--- src/rtl/clsf_vote_ensemble.sv ---
// Ensemble vote aggregator: collects one result bit per enabled tree, tolerating skewed
// per-tree latency, then combines them by a latched vote mode with a timeout guard.
module clsf_vote_ensemble #(
  parameter int unsigned NUM_TREES = 18,
  parameter int unsigned TIMEOUT   = 64,
  localparam int unsigned CNT_W    = $clog2(NUM_TREES + 1),
  localparam int unsigned TMO_W    = $clog2(TIMEOUT)
) (
  input  logic                 rx_fifo_clock,
  input  logic                 rx_fifo_resetn,
  input  logic                 start,
  input  logic [NUM_TREES-1:0] tree_en,
  input  logic [1:0]           mode,
  input  logic [CNT_W-1:0]     threshold,
  input  logic [NUM_TREES-1:0] tree_valid,
  input  logic [NUM_TREES-1:0] tree_result,
  output logic                 busy,
  output logic                 vote_valid,
  output logic                 vote_result,
  output logic [CNT_W-1:0]     vote_count,
  output logic                 timeout_err,
  output logic                 start_drop
);

  typedef enum logic [1:0] {StIdle, StCollect, StEval} state_e;

  state_e               state_q, state_d;
  logic [NUM_TREES-1:0] en_q, en_d, got_q, got_d, res_q, res_d;
  logic [1:0]           mode_q, mode_d;
  logic [CNT_W-1:0]     thr_q, thr_d;
  logic [TMO_W-1:0]     timer_q, timer_d;
  logic                 vote_valid_q, vote_valid_d, vote_result_q, vote_result_d;
  logic [CNT_W-1:0]     vote_count_q, vote_count_d;
  logic                 timeout_err_q, timeout_err_d, start_drop_q, start_drop_d;

  logic [NUM_TREES-1:0] capture;
  logic                 coll_done;
  logic [CNT_W-1:0]     cnt, n_en;
  logic                 decision;

  function automatic logic [CNT_W-1:0] popcnt(input logic [NUM_TREES-1:0] v);
    logic [CNT_W-1:0] c;
    c = '0;
    for (int unsigned i = 0; i < NUM_TREES; i++) c = c + CNT_W'(v[i]);
    return c;
  endfunction

  // Only the first valid of an enabled tree is kept; repeats and disabled trees are ignored.
  assign capture   = tree_valid & en_q & ~got_q;
  assign coll_done = (got_q == en_q) || (timer_q == TMO_W'(TIMEOUT - 1));
  assign cnt       = popcnt(res_q & en_q);
  assign n_en      = popcnt(en_q);

  always_comb begin
    decision = 1'b0;
    unique case (mode_q)
      2'b00:   decision = {cnt, 1'b0} > {1'b0, n_en};
      2'b01:   decision = (cnt == n_en);
      2'b10:   decision = (cnt != '0);
      default: decision = (cnt >= thr_q);
    endcase
    if (n_en == '0) decision = 1'b0;
  end

  always_ff @(posedge rx_fifo_clock or negedge rx_fifo_resetn) begin
    if (!rx_fifo_resetn) state_q <= StIdle;
    else                 state_q <= state_d;
  end

  always_comb begin
    state_d = state_q;
    unique case (state_q)
      StIdle:    if (start) state_d = StCollect;
      StCollect: if (coll_done) state_d = StEval;
      StEval:    state_d = StIdle;
      default:   state_d = StIdle;
    endcase
  end

  always_comb begin
    en_d          = en_q;
    got_d         = got_q;
    res_d         = res_q;
    mode_d        = mode_q;
    thr_d         = thr_q;
    timer_d       = timer_q;
    vote_result_d = vote_result_q;
    vote_count_d  = vote_count_q;
    timeout_err_d = timeout_err_q;
    vote_valid_d  = (state_q == StEval);
    start_drop_d  = start && (state_q != StIdle);
    unique case (state_q)
      StIdle: begin
        if (start) begin
          en_d    = tree_en;
          mode_d  = mode;
          thr_d   = threshold;
          got_d   = tree_valid & tree_en;
          res_d   = tree_result & tree_valid & tree_en;
          timer_d = '0;
        end
      end
      StCollect: begin
        got_d = got_q | capture;
        res_d = (res_q & ~capture) | (tree_result & capture);
        if (!coll_done) timer_d = timer_q + TMO_W'(1);
      end
      StEval: begin
        vote_result_d = decision;
        vote_count_d  = cnt;
        timeout_err_d = (got_q != en_q);
      end
      default: ;
    endcase
  end

  always_ff @(posedge rx_fifo_clock or negedge rx_fifo_resetn) begin
    if (!rx_fifo_resetn) begin
      en_q          <= '0;
      got_q         <= '0;
      res_q         <= '0;
      mode_q        <= '0;
      thr_q         <= '0;
      timer_q       <= '0;
      vote_valid_q  <= 1'b0;
      vote_result_q <= 1'b0;
      vote_count_q  <= '0;
      timeout_err_q <= 1'b0;
      start_drop_q  <= 1'b0;
    end else begin
      en_q          <= en_d;
      got_q         <= got_d;
      res_q         <= res_d;
      mode_q        <= mode_d;
      thr_q         <= thr_d;
      timer_q       <= timer_d;
      vote_valid_q  <= vote_valid_d;
      vote_result_q <= vote_result_d;
      vote_count_q  <= vote_count_d;
      timeout_err_q <= timeout_err_d;
      start_drop_q  <= start_drop_d;
    end
  end

  always_comb begin
    busy        = (state_q != StIdle);
    vote_valid  = vote_valid_q;
    vote_result = vote_result_q;
    vote_count  = vote_count_q;
    timeout_err = timeout_err_q;
    start_drop  = start_drop_q;
  end

endmodule

--- config.mk ---
export PLATFORM = sky130hd
export DESIGN_NAME = clsf_vote_ensemble
export DESIGN_NICKNAME = d
export VERILOG_FILES = /design/src/rtl/clsf_vote_ensemble.sv
export SDC_FILE = /design/constraint.sdc
export NUM_CORES = 1
export LEC_CHECK = 0
export ABC_AREA = 1
export BUFFER_PORTS_ARGS = -buffer_cell sky130_fd_sc_hd__buf_2
export CORE_MARGIN = 4
export CORE_UTILIZATION = 25
export DETAILED_ROUTE_END_ITERATION = 10
export GPL_TIMING_DRIVEN = 0
export PLACE_DENSITY = 0.45
export SETUP_SLACK_MARGIN = 0.5
export SLEW_MARGIN = 5
export SYNTH_ARGS = -nofsm -noshare
export SYNTH_HDL_FRONTEND = slang
export SYNTH_SLANG_ARGS = --single-unit
--- constraint.sdc ---
create_clock -name rx_fifo_clock -period 5.7 [get_ports rx_fifo_clock]
set_input_delay 1.14 -clock rx_fifo_clock [delete_from_list [all_inputs] [get_ports rx_fifo_clock]]
set_output_delay 1.14 -clock rx_fifo_clock [all_outputs]
set_load 0.02 [all_outputs]
* Yosys cells after proc, flatten, opt, wreduce, memory -nomap -nowiden
Index checks and enable logic that the tools add are counted.
** Storage, ports and cells
- Register bits after elaboration :: 78
** Cells by class
- Add/subtract/negate cells :: 35
- Magnitude comparators :: 2
- Equal/unequal tests :: 11
- Mux-type cells :: 12
- Bitwise logic cells :: 12
- Reduce and logical (&&, ||, !) cells :: 12
** Operators by type and width (number)
- 18-bit bitwise AND :: 8
- 5-bit by 1-bit adder with 5-bit output :: 26
- 18-bit case mux with 2 select lines :: 2
- 18-bit 2-to-1 mux :: 2
- 18-bit inverter :: 2
- 18-bit bitwise OR :: 2
- 18-bit equality test :: 1
- 18-bit != test :: 1
- 6-bit 2-to-1 mux :: 2
- 6-bit case mux with 2 select lines :: 1
- 4-bit by 1-bit adder with 5-bit output :: 2
- 3-bit by 1-bit adder with 4-bit output :: 2
- 2-bit by 1-bit adder with 3-bit output :: 2
- 6-bit by 1-bit adder with 6-bit output, second input constant :: 1
- 6-bit equality test, second input constant :: 1
- 6-bit by 5-bit > comparator with 1-bit output :: 1
- 2-bit != test, second input constant :: 3
- 2-bit AND reduction :: 3
- 5-bit equality test :: 1
- 5-bit >= comparator :: 1
- 5-bit zero test :: 1
- 5-bit nonzero test :: 1
- 1-bit by 1-bit adder with 2-bit output :: 2
- 2-bit by 1-bit equality test with 1-bit output, second input constant :: 2
- 10 further kinds :: 14

* Logic depth before layout (Yosys ltp)
Gate-level depths: netlist of the first run.
- Word-level depth :: 21
- Depth in mapped cells :: 26

* Worst setup path before layout of the first run
No wires, ideal clock.
- Path type :: reg-to-reg
- From :: reg en_q[0]
- To :: reg vote_result_q, in the netlist vote_result
- Setup time :: 116 ps
- Arrival time :: 4876 ps
- Required time :: 5584 ps
- Path slack :: 708 ps
- Cell stages (with the launch flop) :: 24
- Buffers on the path :: 0
- Period minus slack after synthesis :: 4992 ps
- Cells stage by stage :: dfrtp_1 nand2_1 inv_1 fa_1 inv_1 fa_1 fa_1 fa_1 inv_1 fa_1 ha_1 fa_1 ha_1 a21boi_0 o21ai_0 nand2_1 nand2_1 nand2_1 nand2_1 nand2_1 nand2_1 a21oi_1 nand2_1 nand2_1
** Between the ends
- Word-level cells in the longest chain between the ends :: 21
- Elaborated cells on any way between the ends :: 42
** Ends and longest elaborated chain
- start: declaration :: line 28 : logic [NUM_TREES-1:0] en_q, en_d, got_q, got_d, res_q, res_d;
- start signal: assignment :: line 131 : en_q <= en_d;
- 18-bit bitwise AND * :: line 51 : assign cnt = popcnt(res_q & en_q);
- 1-bit by 1-bit adder with 2-bit output * :: line 44 : for (int unsigned i = 0; i < NUM_TREES; i++) c = c + CNT_W'(v[i]);
- 2-bit by 1-bit adder with 3-bit output * :: line 44
- 3-bit by 1-bit adder with 4-bit output * :: line 44
- 4-bit by 1-bit adder with 5-bit output * :: line 44
- 5-bit by 1-bit adder with 5-bit output * (13 in a row) :: line 44
- named net cnt[1] :: line 38 : logic [CNT_W-1:0] cnt, n_en;
- 6-bit by 5-bit > comparator with 1-bit output, or another cell as far along :: line 57 : 2'b00: decision = {cnt, 1'b0} > {1'b0, n_en};
- 1-bit case mux with 3 select lines * :: line 56 : unique case (mode_q)
- 1-bit 2-to-1 mux * :: line 62 : if (n_en == '0) decision = 1'b0;
- end signal: assignment :: line 138 : vote_result_q <= vote_result_d;
- end: declaration :: line 32 : logic vote_valid_q, vote_valid_d, vote_result_q, vote_result_d;
The timed path passes the listed nets; every way through them passes the cells marked *.
A chain may end at the register's enable or synchronous reset.

* Final worst setup path of the first run
Ends and elaborated chain as after synthesis.

==> results of run 1 <==
## how the worst max path moves through the flow
stage / from / endpoint / depth (start not counted)
after floorplan: en_q[0]$_DFFE_PN0P_ / vote_result$_DFFE_PN0P_ / 23
after global placement: en_q[0]$_DFFE_PN0P_ / vote_result$_DFFE_PN0P_ / 22
after detailed placement: en_q[0]$_DFFE_PN0P_ / vote_result$_DFFE_PN0P_ / 22
after CTS: en_q[0]$_DFFE_PN0P_ / vote_result$_DFFE_PN0P_ / 23
after global routing: en_q[0]$_DFFE_PN0P_ / vote_result$_DFFE_PN0P_ / 23
final: en_q[0]$_DFFE_PN0P_ / vote_result$_DFFE_PN0P_ / 23
## area by class of cell
class                      count  area share, %
sequential                    78           31.9
multi-input combinational    422           43.3
timing repair buffer          86           7.90
inverter                     103           6.29
buffer                        15           1.26
clock inverter                 3          0.244
clock buffer                  10           3.72
tap                          265           5.39
## synthesized netlist by cell type, types with 2 or more instances
cell type                    n
sky130_fd_sc_hd__nand2_1   168
sky130_fd_sc_hd__inv_1      93
sky130_fd_sc_hd__dfrtp_1    78
sky130_fd_sc_hd__nor2_1     32
sky130_fd_sc_hd__a21oi_1    31
sky130_fd_sc_hd__ha_1       25
sky130_fd_sc_hd__fa_1       24
sky130_fd_sc_hd__o21ai_0    23
sky130_fd_sc_hd__nand3_1    22
sky130_fd_sc_hd__o21ai_1    18
sky130_fd_sc_hd__a31oi_1    17
sky130_fd_sc_hd__a22oi_1    16
sky130_fd_sc_hd__inv_2       9
sky130_fd_sc_hd__buf_2       8
sky130_fd_sc_hd__xor2_1      8
sky130_fd_sc_hd__nor3_1      6
sky130_fd_sc_hd__nand4_1     5
sky130_fd_sc_hd__xnor2_1     5
sky130_fd_sc_hd__nand2_2     4
sky130_fd_sc_hd__nand3_2     4
sky130_fd_sc_hd__buf_4       3
sky130_fd_sc_hd__clkbuf_1    3
sky130_fd_sc_hd__o211ai_1    2
sky130_fd_sc_hd__or2_1       2
## repair_timing
item | 4_1_cts | 5_1_grt
pin swaps | 2 | 13
endpoints found under the hold margin | 0 | 0
setup buffers | 2 | 10
endpoints found under the setup margin | 1 | 1
resized for setup | 8 | 11
## worst max-delay path, cell delays in order (launching register included)
cell	delay, ns
sky130_fd_sc_hd__dfrtp_2	0.41
sky130_fd_sc_hd__nand2_1	0.07
sky130_fd_sc_hd__inv_1	0.05
sky130_fd_sc_hd__fa_1	0.53
sky130_fd_sc_hd__inv_1	0.05
sky130_fd_sc_hd__fa_1	0.47
sky130_fd_sc_hd__fa_1	0.52
sky130_fd_sc_hd__fa_1	0.49
sky130_fd_sc_hd__inv_1	0.05
sky130_fd_sc_hd__fa_1	0.48
sky130_fd_sc_hd__ha_2	0.19
sky130_fd_sc_hd__fa_2	0.48
sky130_fd_sc_hd__ha_4	0.28
sky130_fd_sc_hd__a21boi_1	0.16
sky130_fd_sc_hd__o21ai_1	0.09
sky130_fd_sc_hd__nand2_1	0.06
sky130_fd_sc_hd__nand2_1	0.05
sky130_fd_sc_hd__nand2_1	0.07
sky130_fd_sc_hd__nand2_1	0.05
sky130_fd_sc_hd__nand2_1	0.05
sky130_fd_sc_hd__nand2_1	0.05
sky130_fd_sc_hd__a21oi_1	0.12
sky130_fd_sc_hd__nand2_1	0.07
sky130_fd_sc_hd__nand2_1	0.05
## through the flow
step	instance area, sq um	std cells	setup WS, ns	utilization (%)
after CTS	6040	972	0.502	30.7
final	6150	982	0.767	31.3
after detailed placement	5760	957	0.284	29.3
after global routing	6150	982	0.472	31.3
after floorplan	5030	618	0.708	-
after global placement	5730	956	0.310	29.1
## logic make-up (layout without fill, tap and decap cells)
family	Yosys count	after routing	share of synthesized area (%)
compound gates	109	109	12.3
xor+xnor	14	14	2.59
fa+ha+maj	49	49	15.8
buf+inv	118	217	9.23
flops	78	78	38.8
mux	1	1	0.199
simple gates	249	249	21.1
## routing by layer
layer	up-vias	part of all wire [%]	wire length, microns	track usage (%)
met5	-	0	0	0
met4	0	1.7	259	4.25
met3	14	4.8	731	2.76
met2	102	45	6810	21.6
met1	1996	48	7270	20.0
li1	2173	-	-	-
==> metrics.txt, run 1 <==
antenna violations before repair=0; crit path kind=flip-flop to flip-flop; Inserted Clock Buffers=9; dominant cell type by area after synthesis=sky130_fd_sc_hd__dfrtp_1; core region area=19700 sq um; Synth top area share=38.8%; number of hold buffers added after CTS=0; count of endpoints failing setup in the final report=0; worst skew pair latency=about 0.35 ns; Critical Path AT=5.22 ns; # nets final=roughly 830; result of the run=finished, final reports clean; wire length of the first global-routing pass=23.9 mm; r2r setup slk=between 0.7 and 0.8 ns; minimum period implied by the final worst setup slack=4.93 ns; max-capacitance violation count=0; largest net degree at the start of global routing=45; Hold Path Stages=2; routability congestion estimate=0.814; dominant cells by area after synthesis=sky130_fd_sc_hd__dfrtp_1, sky130_fd_sc_hd__nand2_1, sky130_fd_sc_hd__fa_1; Max Root-Sink Buffers=2; Multi-input gate area=about 2700 sq um; die height=~150 microns; via count of the first global-routing pass=4373; number of storage elements in the synthesis netlist=between 70 and 80; Netlist Area Pre-Place=between 5000 and 6000 sq um; R2R Path Start=en_q[0]$_DFFE_PN0P_; effective utilization at floorplan=25.6%; global router's overall resource usage=14.1%; endpoints failing hold=0; kind of end point of the critical path=flip-flop; number of I/O port buffers=73; worst clock skew=0.00823 ns; Synth Warn #=0; HPWL after detailed placement=11.4 mm; H-tree levels=3; Hold Path Origin=vote_count[1]$_DFFE_PN0P_; maximum fanout encountered on the critical timing path=3; worst path required time=5.99 ns; RSZ-0062 raised after global routing=true; capturing point of the worst reg2reg path=vote_result$_DFFE_PN0P_; Storage cell area=1960 sq um; Pre-antenna DRT Iters=5; Min-Delay Endpoint=vote_count[1]$_DFFE_PN0P_; Fin Hold WS=0.462 ns; routed wirelength normalized by instance count=15.4 microns; post-synthesis instance total=618; Slew Limit Headroom=about half; ANT nets after route=0; drt via density=4.36; Setup Total Neg Slack=0 ns; via count of the routed design=about 4300; Reg clk slew, reported paths=approximately 0.06 ns; number of distinct library cells after synthesis=36; DRC violation count after routing=0; DRC violation total after the first TritonRoute iteration=~200; period utilization=86.5%; kind of start point of the critical path=flip-flop; Fill cells=about 2200; most frequent standard cell in the layout excluding fill and tap cells=sky130_fd_sc_hd__nand2_1; CTS Root Cell=sky130_fd_sc_hd__clkbuf_16; average cell area after synthesis=8.14 sq um; die footprint=roughly 22000 sq um; highest attainable clock frequency=0.203 GHz; main flop type after synthesis=sky130_fd_sc_hd__dfrtp_1; Overflow after GRT=0; CTS tree=yes; I/O pin count=74; Antenna Diode Count=0; portion of the post-synthesis area used by sequential elements=38.8%; path category of the worst min-delay check=flip-flop to flip-flop; Total Routed Length=15.1 mm; Worst-Margin Slew=around 0.76 ns; Post-Syn Nets=731; depth of the worst register-to-register path=23; standard-cell rows=51; clock sink count=78; share of final-layout standard cells stronger than drive strength 1=20.8%; Post-synth EDFFs=0; commonest cells after routing, fill and taps aside=sky130_fd_sc_hd__nand2_1, sky130_fd_sc_hd__inv_1, sky130_fd_sc_hd__buf_2, sky130_fd_sc_hd__dfrtp_1, sky130_fd_sc_hd__nor2_1; Final Max Slew Viols=0; share of flip-flops with an asynchronous set or reset after synthesis=100%; die outline width=150 microns; area growth from synthesis to layout=22.2%
Power of run 1 is not shown: default switching activity piles up to over one toggle a cycle in this logic, so the estimate is an artifact.
==> run 2: changes to the inputs <==
CTS_BUF_LIST = sky130_fd_sc_hd__clkbuf_2 sky130_fd_sc_hd__clkbuf_4 sky130_fd_sc_hd__clkbuf_8   (was not set)
REMOVE_ABC_BUFFERS = 1   (was not set)
SLEW_MARGIN = not set   (was 5)
==> metrics.txt, run 2 (same netlist as run 1, synthesis figures left out) <==
result of the run=finished, final reports clean; crit path kind=flip-flop to flip-flop; cell repeated most along the worst path=sky130_fd_sc_hd__nand2_1; Final Max Slew Viols=0; Overflow after GRT=0; largest net degree at the start of global routing=between 40 and 50; depth of the worst register-to-register path=23; HPWL after detailed placement=9.64 mm; DRC violation count after routing=0; clock sink count=78; Inserted Clock Buffers=9; placed inst area=about 5700 sq um; die footprint=22500 sq um; number of I/O port buffers=73; CTS Root Cell=sky130_fd_sc_hd__clkbuf_8; minimum period implied by the final worst setup slack=5.02 ns; share of the core filled with cells=between 30% and 40%; area growth from synthesis to layout=19.7%; Critical Path AT=5.28 ns; Max Root-Sink Buffers=2; period utilization=between 80 and 90%; Total Routed Length=13.0 mm; I/O pin count=between 70 and 80; maximum fanout encountered on the critical timing path=3; via count of the routed design=4100; worst skew pair latency=0.37 ns; cell at the slowest stage of the critical path=sky130_fd_sc_hd__fa_2; Setup Total Neg Slack=0 ns; highest attainable clock frequency=0.199 GHz; Pre-antenna DRT Iters=4; DRC violation total after the first TritonRoute iteration=~180; maximum cell stage delay along the critical path=between 0.6 and 0.7 ns; Worst-Margin Slew=1.22 ns; via count of the first global-routing pass=between 3000 and 4000; Fill cells=around 2200; share of final-layout standard cells stronger than drive strength 1=20.6%; number of hold buffers added after CTS=0; global router's overall resource usage=12.0%; drt via density=4.23; core region area=19700 sq um; commonest cells after routing, fill and taps aside=sky130_fd_sc_hd__nand2_1, sky130_fd_sc_hd__inv_1, sky130_fd_sc_hd__dfrtp_1, sky130_fd_sc_hd__buf_2, sky130_fd_sc_hd__nor2_1; RSZ-0062 raised after global routing=true; worst path required time=5.96 ns; DP Worst Slack=0.203 ns; H-tree levels=3; standard-cell rows=51; Critical Path, Cell by Cell=nand2_2 -> inv_2 -> fa_1 -> fa_1 -> inv_2 -> fa_1 -> fa_1 -> inv_1 -> fa_1 -> ha_4 -> fa_2 -> ha_4 -> a21boi_1 -> o21ai_1 -> nand2_1 -> nand2_1 -> nand2_1 -> nand2_1 -> nand2_1 -> nand2_2 -> a21oi_2 -> nand2_1 -> nand2_1; # nets final=814; Hold Path Stages=2; Slew Limit Headroom=18.3%; final worst slack=0.677 ns; kind of end point of the critical path=flip-flop; effective utilization at floorplan=25.6%; worst clock skew=0.0114 ns; final cell area excluding filler cells=6020 sq um; ANT nets after route=0; wire length of the first global-routing pass=between 20 and 25 mm; Antenna Diode Count=0; most frequent standard cell in the layout excluding fill and tap cells=sky130_fd_sc_hd__nand2_1; CTS tree=yes; routed wirelength normalized by instance count=about 13 microns; count of endpoints failing setup in the final report=0; max-capacitance violation count=0; path category of the worst min-delay check=flip-flop to flip-flop; Reg clk slew, reported paths=0.08 ns; routability congestion estimate=0.743; kind of start point of the critical path=flip-flop; antenna violations before repair=0; endpoints failing hold=0; die outline width=150 microns; die height=150 microns
run 2: final cells by class:
class                           instances  area (sq um)  area share [%]
Sequential cell                        78          1960            32.6
Multi-Input combinational cell        422          2670            44.4
Inverter                              103           387            6.42
Tap cell                              265           332            5.51
Clock inverter                          2          10.0           0.166
Clock buffer                           12           153            2.54
Timing Repair Buffer                   87           505            8.40
run 2: worst paths after layout:
path | from | to | slack [ns]
hold / removal | vote_count[1]$_DFFE_PN0P_ | vote_count[1]$_DFFE_PN0P_ | 0.47
min in group asynchronous | rx_fifo_resetn | mode_q[0]$_DFFE_PN0P_ | 0.75
hold reg to reg | vote_count[1]$_DFFE_PN0P_ | vote_count[1]$_DFFE_PN0P_ | 0.47
max in group asynchronous | rx_fifo_resetn | en_q[11]$_DFFE_PN0P_ | 4.34
setup reg to reg | en_q[15]$_DFFE_PN0P_ | vote_result$_DFFE_PN0P_ | 0.68
setup / recovery | en_q[15]$_DFFE_PN0P_ | vote_result$_DFFE_PN0P_ | 0.68
run 2: metal layers:
layer,global-route usage [%],routed length (microns)
met3,2.79,497
met5,0,0
met2,19.4,5980
met4,3.16,146
met1,16.2,6360
run 2: repair_timing:
action                                  CTS  global route
endpoints found under the setup margin    1             1
pin swaps                                 2            15
gates resized for setup                  10            14
endpoints found under the hold margin     0             0
setup buffers                             5             7
cloned                                    0             0
run 2: per-stage QoR:
step | hold slack [ns] | std cells
6_report | 0.475 | 969
5_1_grt | 0.507 | 969
4_1_cts | 0.482 | 962
3_5_place_dp | 0.463 | 943
3_3_place_gp | 0.456 | 941
2_1_floorplan | 0.448 | 603
run 2: critical path: cells and delay by family, from the launching register on:
family / cells / cell delay (ns)
and+or+nand+nor: 9 / 0.50
AOI/OAI and AO/OA: 3 / 0.28
buffers and inverters: 3 / 0.14
DFF: 1 / 0.43
adders and majority gates: 8 / 3.55
Power of run 2 is left out for the same reason.
